`config.mk`:
```
export PLATFORM = sky130hd
export DESIGN_NAME = updown_decoder
export DESIGN_NICKNAME = d
export VERILOG_FILES = /design/src/rtl/updown_pkg.sv /design/src/rtl/updown_delta.sv /design/src/rtl/updown_decoder.sv
export SDC_FILE = /design/constraint.sdc
export NUM_CORES = 1
export LEC_CHECK = 0
export BUFFER_PORTS_ARGS = -buffer_cell sky130_fd_sc_hd__buf_2
export CORE_UTILIZATION = 40
export DETAILED_ROUTE_END_ITERATION = 8
export PLACE_DENSITY = 0.73
export SYNTH_ARGS = -nofsm -noshare
export SYNTH_HDL_FRONTEND = slang
export SYNTH_SLANG_ARGS = --single-unit
```
`constraint.sdc`:
```
create_clock -name Clock -period 3.5 [get_ports Clock]
set_input_delay 0 -clock Clock [delete_from_list [all_inputs] [get_ports Clock]]
set_output_delay 0 -clock Clock [all_outputs]
set_load 0.01 [all_outputs]
```
`src/rtl/updown_pkg.sv`:
```
// Shared types for the up/down count decoder.
// State enum, count encodings, delta classes, default width.
package updown_pkg;

  localparam int POS_W_DEF = 8;

  localparam logic [1:0] C0 = 2'd0;
  localparam logic [1:0] C1 = 2'd1;
  localparam logic [1:0] C2 = 2'd2;
  localparam logic [1:0] C3 = 2'd3;

  typedef enum logic [1:0] {
    S_INIT  = 2'd0,
    S_TRACK = 2'd1,
    S_FAULT = 2'd2
  } state_e;

  typedef enum logic [1:0] {
    D_HOLD = 2'd0,
    D_UP   = 2'd1,
    D_JUMP = 2'd2,
    D_DOWN = 2'd3
  } delta_e;

endpackage

```
`src/rtl/updown_delta.sv`:
```
// Classifies the modulo-4 difference between the new and last
// count sample as hold, up, down or illegal jump.
module updown_delta
  import updown_pkg::*;
(
  input  logic [1:0] cnt_i,
  input  logic [1:0] last_i,
  output delta_e     cls_o
);

  logic [1:0] diff;

  assign diff = cnt_i - last_i;

  // Map the wrapped difference onto a movement class.
  always_comb begin
    cls_o = D_HOLD;
    unique case (1'b1)
      (diff == C0): cls_o = D_HOLD;
      (diff == C1): cls_o = D_UP;
      (diff == C2): cls_o = D_JUMP;
      (diff == C3): cls_o = D_DOWN;
      default:      cls_o = D_HOLD;
    endcase
  end

endmodule

```
`src/rtl/updown_decoder.sv`:
```
// Up/down count decoder: step/dir/err pulses, position, lock FSM.
// Optional error counter: define UPDOWN_DECODER_ERRCNT_EN.
module updown_decoder
  import updown_pkg::*;
#(
  parameter int POS_W = POS_W_DEF
) (
  input  logic             Clock,
  input  logic             Reset,
  input  logic [1:0]       CNT_IN,
  output logic             Step,
  output logic             Dir,
  output logic             Err,
  output logic             Locked,
  output logic [POS_W-1:0] POS,
  output logic [3:0]       ErrCnt
);

  state_e           state_q, state_d;
  logic [1:0]       last_q;
  logic             step_q, step_d;
  logic             dir_q, dir_d;
  logic             err_q, err_d;
  logic [POS_W-1:0] pos_q, pos_d;
  logic             stab_q, stab_d;
  delta_e           cls;

  updown_delta u_delta (
    .cnt_i  (CNT_IN),
    .last_i (last_q),
    .cls_o  (cls)
  );

  // Next state, pulses and position from the delta class.
  always_comb begin
    state_d = state_q;
    step_d  = 1'b0;
    err_d   = 1'b0;
    dir_d   = dir_q;
    pos_d   = pos_q;
    stab_d  = stab_q;
    unique case (state_q)
      S_INIT: begin
        state_d = S_TRACK;
        stab_d  = 1'b0;
      end
      S_TRACK: begin
        unique case (cls)
          D_UP: begin
            step_d = 1'b1;
            dir_d  = 1'b1;
            pos_d  = pos_q + POS_W'(1);
          end
          D_DOWN: begin
            step_d = 1'b1;
            dir_d  = 1'b0;
            pos_d  = pos_q - POS_W'(1);
          end
          D_JUMP: begin
            err_d   = 1'b1;
            state_d = S_FAULT;
            stab_d  = 1'b0;
          end
          default: ;
        endcase
      end
      S_FAULT: begin
        unique case (cls)
          D_HOLD: begin
            if (stab_q) begin
              state_d = S_TRACK;
              stab_d  = 1'b0;
            end else begin
              stab_d = 1'b1;
            end
          end
          D_JUMP: begin
            err_d  = 1'b1;
            stab_d = 1'b0;
          end
          default: stab_d = 1'b0;
        endcase
      end
      default: begin
        state_d = S_INIT;
        stab_d  = 1'b0;
      end
    endcase
  end

  // State, last sample and registered outputs.
  always_ff @(posedge Clock or negedge Reset) begin
    if (!Reset) begin
      state_q <= S_INIT;
      last_q  <= C0;
      step_q  <= 1'b0;
      dir_q   <= 1'b0;
      err_q   <= 1'b0;
      pos_q   <= '0;
      stab_q  <= 1'b0;
    end else begin
      state_q <= state_d;
      last_q  <= CNT_IN;
      step_q  <= step_d;
      dir_q   <= dir_d;
      err_q   <= err_d;
      pos_q   <= pos_d;
      stab_q  <= stab_d;
    end
  end

  assign Step   = step_q;
  assign Dir    = dir_q;
  assign Err    = err_q;
  assign POS    = pos_q;
  assign Locked = (state_q == S_TRACK);

`ifdef UPDOWN_DECODER_ERRCNT_EN
  logic [3:0] ecnt_q, ecnt_d;

  // Saturating count, updated alongside the Err register.
  always_comb begin
    ecnt_d = ecnt_q;
    if (err_d && (ecnt_q != 4'hF)) ecnt_d = ecnt_q + 4'd1;
  end

  // Error counter register; cleared only by reset.
  always_ff @(posedge Clock or negedge Reset) begin
    if (!Reset) ecnt_q <= 4'd0;
    else        ecnt_q <= ecnt_d;
  end

  assign ErrCnt = ecnt_q;
`else
  assign ErrCnt = 4'd0;
`endif

endmodule
```
== Yosys cells after proc, flatten, opt, wreduce, memory -nomap -nowiden ==
Cells that the tools add are included.

* Output and inout bits: 16
* Word-level logic and storage cells: 43
* Flip-flop bits (word level): 16

* Multiplexer cells: 15
* Reduce and logical (&&, ||, !) cells: 7
* Equal/unequal tests: 11
* Add/sub/neg operators: 3

{| class="wikitable"
|+ Operators with widths
! kind !! number
|-
| one-hot mux 8 bit (2 select lines) || 1
|-
| one-hot mux 2 bit (3 select lines) || 2
|-
| equality test 2 bit (second input constant) || 5
|-
| adder 8 x 1 -> 8 bit (second input constant) || 1
|-
| subtractor 8 x 1 -> 8 bit (second input constant) || 1
|-
| 2-to-1 mux 1 bit || 7
|-
| equality test 2 x 1 -> 1 bit (second input constant) || 3
|-
| 2-to-1 mux 2 bit || 3
|-
| zero test 2 bit || 2
|-
| inequality test 2 bit (second input constant) || 2
|-
| one-hot mux 1 bit (2 select lines) || 2
|-
| OR reduction 2 bit || 2
|-
| AND reduction 3 bit || 1
|-
| inequality test 2 x 1 -> 1 bit (second input constant) || 1
|-
| AND reduction 2 bit || 1
|-
| nonzero test 2 bit || 1
|-
| subtractor 2 bit || 1
|}

== Longest topological paths before layout ==
* Depth after elaboration: 7
* Gate-level depth with buffers: 10
* Mapped depth without buffers: 10

== Hierarchy ==
A second synthesis with hierarchy kept.

* Cell total of the unflattened synthesis: 87
* Area total of the unflattened synthesis: 898.4 µm²

{| class="wikitable"
|+ By module, submodules not included
! module !! times used !! cells an instance !! seq. area each (µm²) !! area an instance (µm²)
|-
| updown_decoder || 1 || 83 || 400.4 || 854.6
|-
| updown_delta || 1 || 4 || 0.0 || 43.8
|}

== Worst setup path after synthesis ==
Ideal clock, no wire load.

* Path kind: reg-to-reg
* Start point: register last_q[0]
* End point: register pos_q[4] (netlist: POS[4])
* Setup slack: 752 ps
* Stages on the path, launching flop included: 10
* Arrival time: 2668 ps
* Clock period less this slack: 2748 ps
* Library setup time: 79 ps
* Buffers on the path: 0
* Path through: dfrtp_1 -> ha_1 -> xnor3_2 -> nor2_1 -> xor2_1 -> ha_1 -> or4_1 -> or4_4 -> o31ai_2 -> xor2_1

* Word-level cells in the longest chain between the ends: 6

{| class="wikitable"
|+ RTL lines
! element !! line !! RTL
|-
| start, declared || updown_decoder.sv:20 || <nowiki>logic [1:0] last_q;</nowiki>
|-
| start signal, assigned || updown_decoder.sv:95 || <nowiki>last_q <= C0;</nowiki>
|-
| start signal, assigned || updown_decoder.sv:103 || <nowiki>last_q <= CNT_IN;</nowiki>
|-
| subtractor 2 bit * || updown_delta.sv:13 || <nowiki>assign diff = cnt_i - last_i;</nowiki>
|-
| equality test 2 bit (tied with other cells) || updown_delta.sv:22 || <nowiki>(diff == C3): cls_o = D_DOWN;</nowiki>
|-
| one-hot mux 2 bit (3 select lines) * || updown_delta.sv:18 || <nowiki>unique case (1'b1)</nowiki>
|-
| equality test 2 bit or equality test 2 x 1 -> 1 bit (tied branches) || updown_decoder.sv:48 || <nowiki>unique case (cls)</nowiki>
|-
| nonzero test 2 bit (no source line) || -- ||
|-
| AND reduction 2 bit (no source line) || -- ||
|-
| end signal, assigned || updown_decoder.sv:107 || <nowiki>pos_q <= pos_d;</nowiki>
|-
| end, declared || updown_decoder.sv:24 || <nowiki>logic [POS_W-1:0] pos_q, pos_d;</nowiki>
|}

Mark *: on every way between the ends. The rest lies on a longest branch, timed or not.
A chain may end at the register's enable or synchronous reset.

== Worst setup path after layout ==
* Start point: input port CNT_IN[0]
* End point: register pos_q[4] (netlist: POS[4])

* Word-level cells in the longest chain between the ends: 6

{| class="wikitable"
|+ RTL lines
! element !! line !! RTL
|-
| start, declared || updown_decoder.sv:10 || <nowiki>input logic [1:0] CNT_IN,</nowiki>
|-
| subtractor 2 bit * || updown_delta.sv:13 ||
|-
| equality test 2 bit (tied with other cells) || updown_delta.sv:22 ||
|-
| one-hot mux 2 bit (3 select lines) * || updown_delta.sv:18 ||
|-
| equality test 2 bit or equality test 2 x 1 -> 1 bit (tied branches) || updown_decoder.sv:48 ||
|-
| nonzero test 2 bit (no source line) || -- ||
|-
| AND reduction 2 bit (no source line) || -- ||
|}

Marks and branches as above.

==> impl_results.md <==
- Setup WS pre-CTS: 0.561 ns
- Ys Warns: 0
- Antenna diode count: 0
- Fin crit share: 0.858
- Netlist area before placement: 947 µm²
- Gp weighted congestion: 0.759
- Pwr Total: 0.828 mW
- CTS tree: done
- Drt via density: about 5.3
- Vias post-DR: 716
- Ports: 20
- Cells after DPL: 128
- Static leakage: 0.551 nW
- Die Wd: 50.7 µm
- All-layer global routing usage: 0.156
- Cts repair resizes: 0
- Max-cap viol count: 0
- Final non-filler cell total: 135
- Clk sinks: 16
- CP arrival: 3.22 ns
- Syn Inst Count: 88
- Share of cells above drive strength 1: 0.243
- Synth Area in Compound Gates: 0.0885
- Residual overflow from global routing: 0
- DIE AREA: 2570 µm²
- Maximum vdd drop: 0.309 mV
- Post-Synth Adder-Cell Area: 0.0793
- Status: completed
- RSZ-0062 raised after global routing: false
- Largest family of logic cells by synthesized area: simple AND/OR/NAND/NOR gates
- CP required: 3.72 ns
- Syn avg cell area: around 11 µm²
- Max FO, Critical Path: 8
- Max incr delay on CP: 0.53 ns
- Worst min-delay path class: primary input to asynchronous set/reset pin
- Drt first pass iters: 4
- Worst setup margin: 0.497 ns
- Number of global-route vias before repair: roughly 700
- Critical Path End Type: register
- Area of the core: 2210 µm²
- Setup TNS: 0 ns
- Critical path class: primary input to register
- Clk root buf: clkbuf_4
- Row cnt: 17
- Port bufs: 15
- # DRC: 0
- Synth Area in XOR/XNOR: 0.124
- Inserted Clock Buffers: 3
- Max stage delay cell, worst path: dlygate4sd3_1
- CP Launch Type: primary input
- Seq/Total Area, Yosys: 0.423
- Finish-stage setup viols: 0
- Largest net degree at the start of global routing: 17
- Final Max Slew Viols: 0
- Post-route ant nets: 0
- Worst path cell trace: dlygate4sd3_1, buf_2, inv_1, ha_1, xnor3_2, nor2_1, xor2_1, ha_1, or4_1, or4_4, o31ai_2, xor2_1
- CTS clk-pin slew, worst paths: 0.10 ns
- Fmax: around 330 MHz
- Fillers: 216
- DR iter-0 viols: 20
- Skew-Pair Late Insertion Delay: ~0.29 ns
- Final nets: between 100 and 150
- P&R area growth vs syn: 15.3%
- Final hold violations: 0
- Routed wire length: between 1500 and 2000 µm
- Pwr/cell area: 758 nW/µm²
- H-Tree Depth: 1
- Number of synthesized register bits: 16
- Simple-gate share of the synthesized area: 0.189
- Design area: roughly 1100 µm²
- Initial antenna violation count: 0
- Clock buffer depth: 2
- Die Ht: approximately 51 µm
- Initial cell density of the core: 0.428
- DR WL/cell: approximately 13 µm
- Unique masters post-synth: 33
- First-pass GRT wire length: ~3000 µm
- Period minus WS final: 3.00 ns
- Dpl cell area: 1030 µm²
- Mux cell area share after synthesis: 0.0317
- Detailed Place HPWL: 1230 µm
- Max Clock Skew: roughly 0.0045 ns
==> worst max-delay path, delay by kind of cell <==
kind	cells	cell delay, ns
compound gates	1	0.08
buf+inv	3	0.71
simple gates	3	1.26
xor+xnor	3	0.79
fa+ha+maj	2	0.40
==> metrics by stage <==
stage | hold WS [ns] | util
floorplan | -0.296 | -
global placement | -0.0723 | 0.464
detailed placement | -0.0647 | 0.464
CTS | 0.150 | 0.494
global route | 0.176 | 0.494
finish | 0.142 | 0.494
==> cells in the final DEF (no fill, tap or decap), types with 2 or more instances in the layout <==
cell,n
a21oi_1,2
and3_1,3
buf_2,15
clkbuf_4,3
conb_1,4
dfrtp_1,16
dlygate4sd3_1,3
ha_1,6
inv_1,4
mux2i_1,3
nand2_1,7
nand2b_1,2
nand3_1,3
nor3_1,2
nor4_1,3
o21ai_0,4
o21bai_1,2
or4_1,2
xnor2_1,3
xor2_1,5
==> final timing paths <==
check	from	end	slack [ns]	depth (start not counted)
setup / recovery	CNT_IN[0]	POS[4]	0.50	12
hold / removal	Reset	POS[7]	0.14	2
setup reg to reg	last_q[0]	POS[4]	0.54	9
hold reg to reg	POS[7]	POS[7]	0.48	1
max in group asynchronous	Reset	Err	3.10	2
min in group Clock	CNT_IN[0]	last_q[0]	0.38	2
==> registers in the layout, indices dropped and copies added (netlist names) <==
name     count
stab_q       1
POS          8
state_q      2
Dir          1
last_q       2
Err          1
Step         1
==> synthesized netlist by cell type <==
cell type	count	share of area
a21oi_1	2	0.011
and3_1	3	0.020
and4_2	1	0.011
buf_2	1	0.0053
buf_4	5	0.040
conb_1	1	0.0040
dfrtp_1	16	0.42
ha_1	6	0.079
inv_1	4	0.016
mux2i_1	3	0.032
nand2_1	7	0.028
nand2b_1	2	0.013
nand3_1	3	0.016
nand3b_1	1	0.0079
nand4_1	1	0.0066
nor2_1	1	0.0040
nor3_1	2	0.011
nor4_1	3	0.020
o211a_1	1	0.011
o21ai_0	4	0.021
o21bai_1	2	0.016
o221ai_1	1	0.0092
o31ai_1	1	0.0079
o31ai_2	1	0.013
or2_2	1	0.0066
or3_2	1	0.0079
or4_1	2	0.016
or4_4	1	0.012
or4b_2	1	0.011
xnor2_1	3	0.028
xnor3_2	1	0.025
xor2_1	5	0.046
xor3_1	1	0.025
==> report_power, final <==
part / internal, mW / switching (mW)
Combinational: 0.164 / 0.193
Clock: 0.0633 / 0.0601
Sequential: 0.256 / 0.0921
==> layer usage <==
layer,track usage,wire length (µm),part of all wire,vias to the layer above
li1,-,-,-,345
met5,0,0,0,-
met4,0.0694,19,0.011,0
met2,0.278,885,0.50,20
met3,0.0273,59,0.034,2
met1,0.181,796,0.45,349
==> final cells by class <==
cell class	instances	area, µm²	share of cell area
clock buffers	4	36.3	0.0332
multi-input cells	65	500	0.458
repair buffers	18	105	0.0962
well taps	28	35.0	0.0321
flip-flops and latches	16	400	0.367
inverters	4	15.0	0.0137
==> logic make-up after synthesis <==
group | count (synthesis)
fa+ha+maj | 6
buf+inv | 10
flops | 16
other cells | 1
mux | 3
simple gates | 30
xor+xnor | 10
compound gates | 12
==> what timing repair did <==
item,CTS,global route
setup endpoints to repair,0,0
endpoints found under the hold margin,18,0
buffers inserted,0,0
hold buffers,3,0
Power figures use the tool's default switching activity.
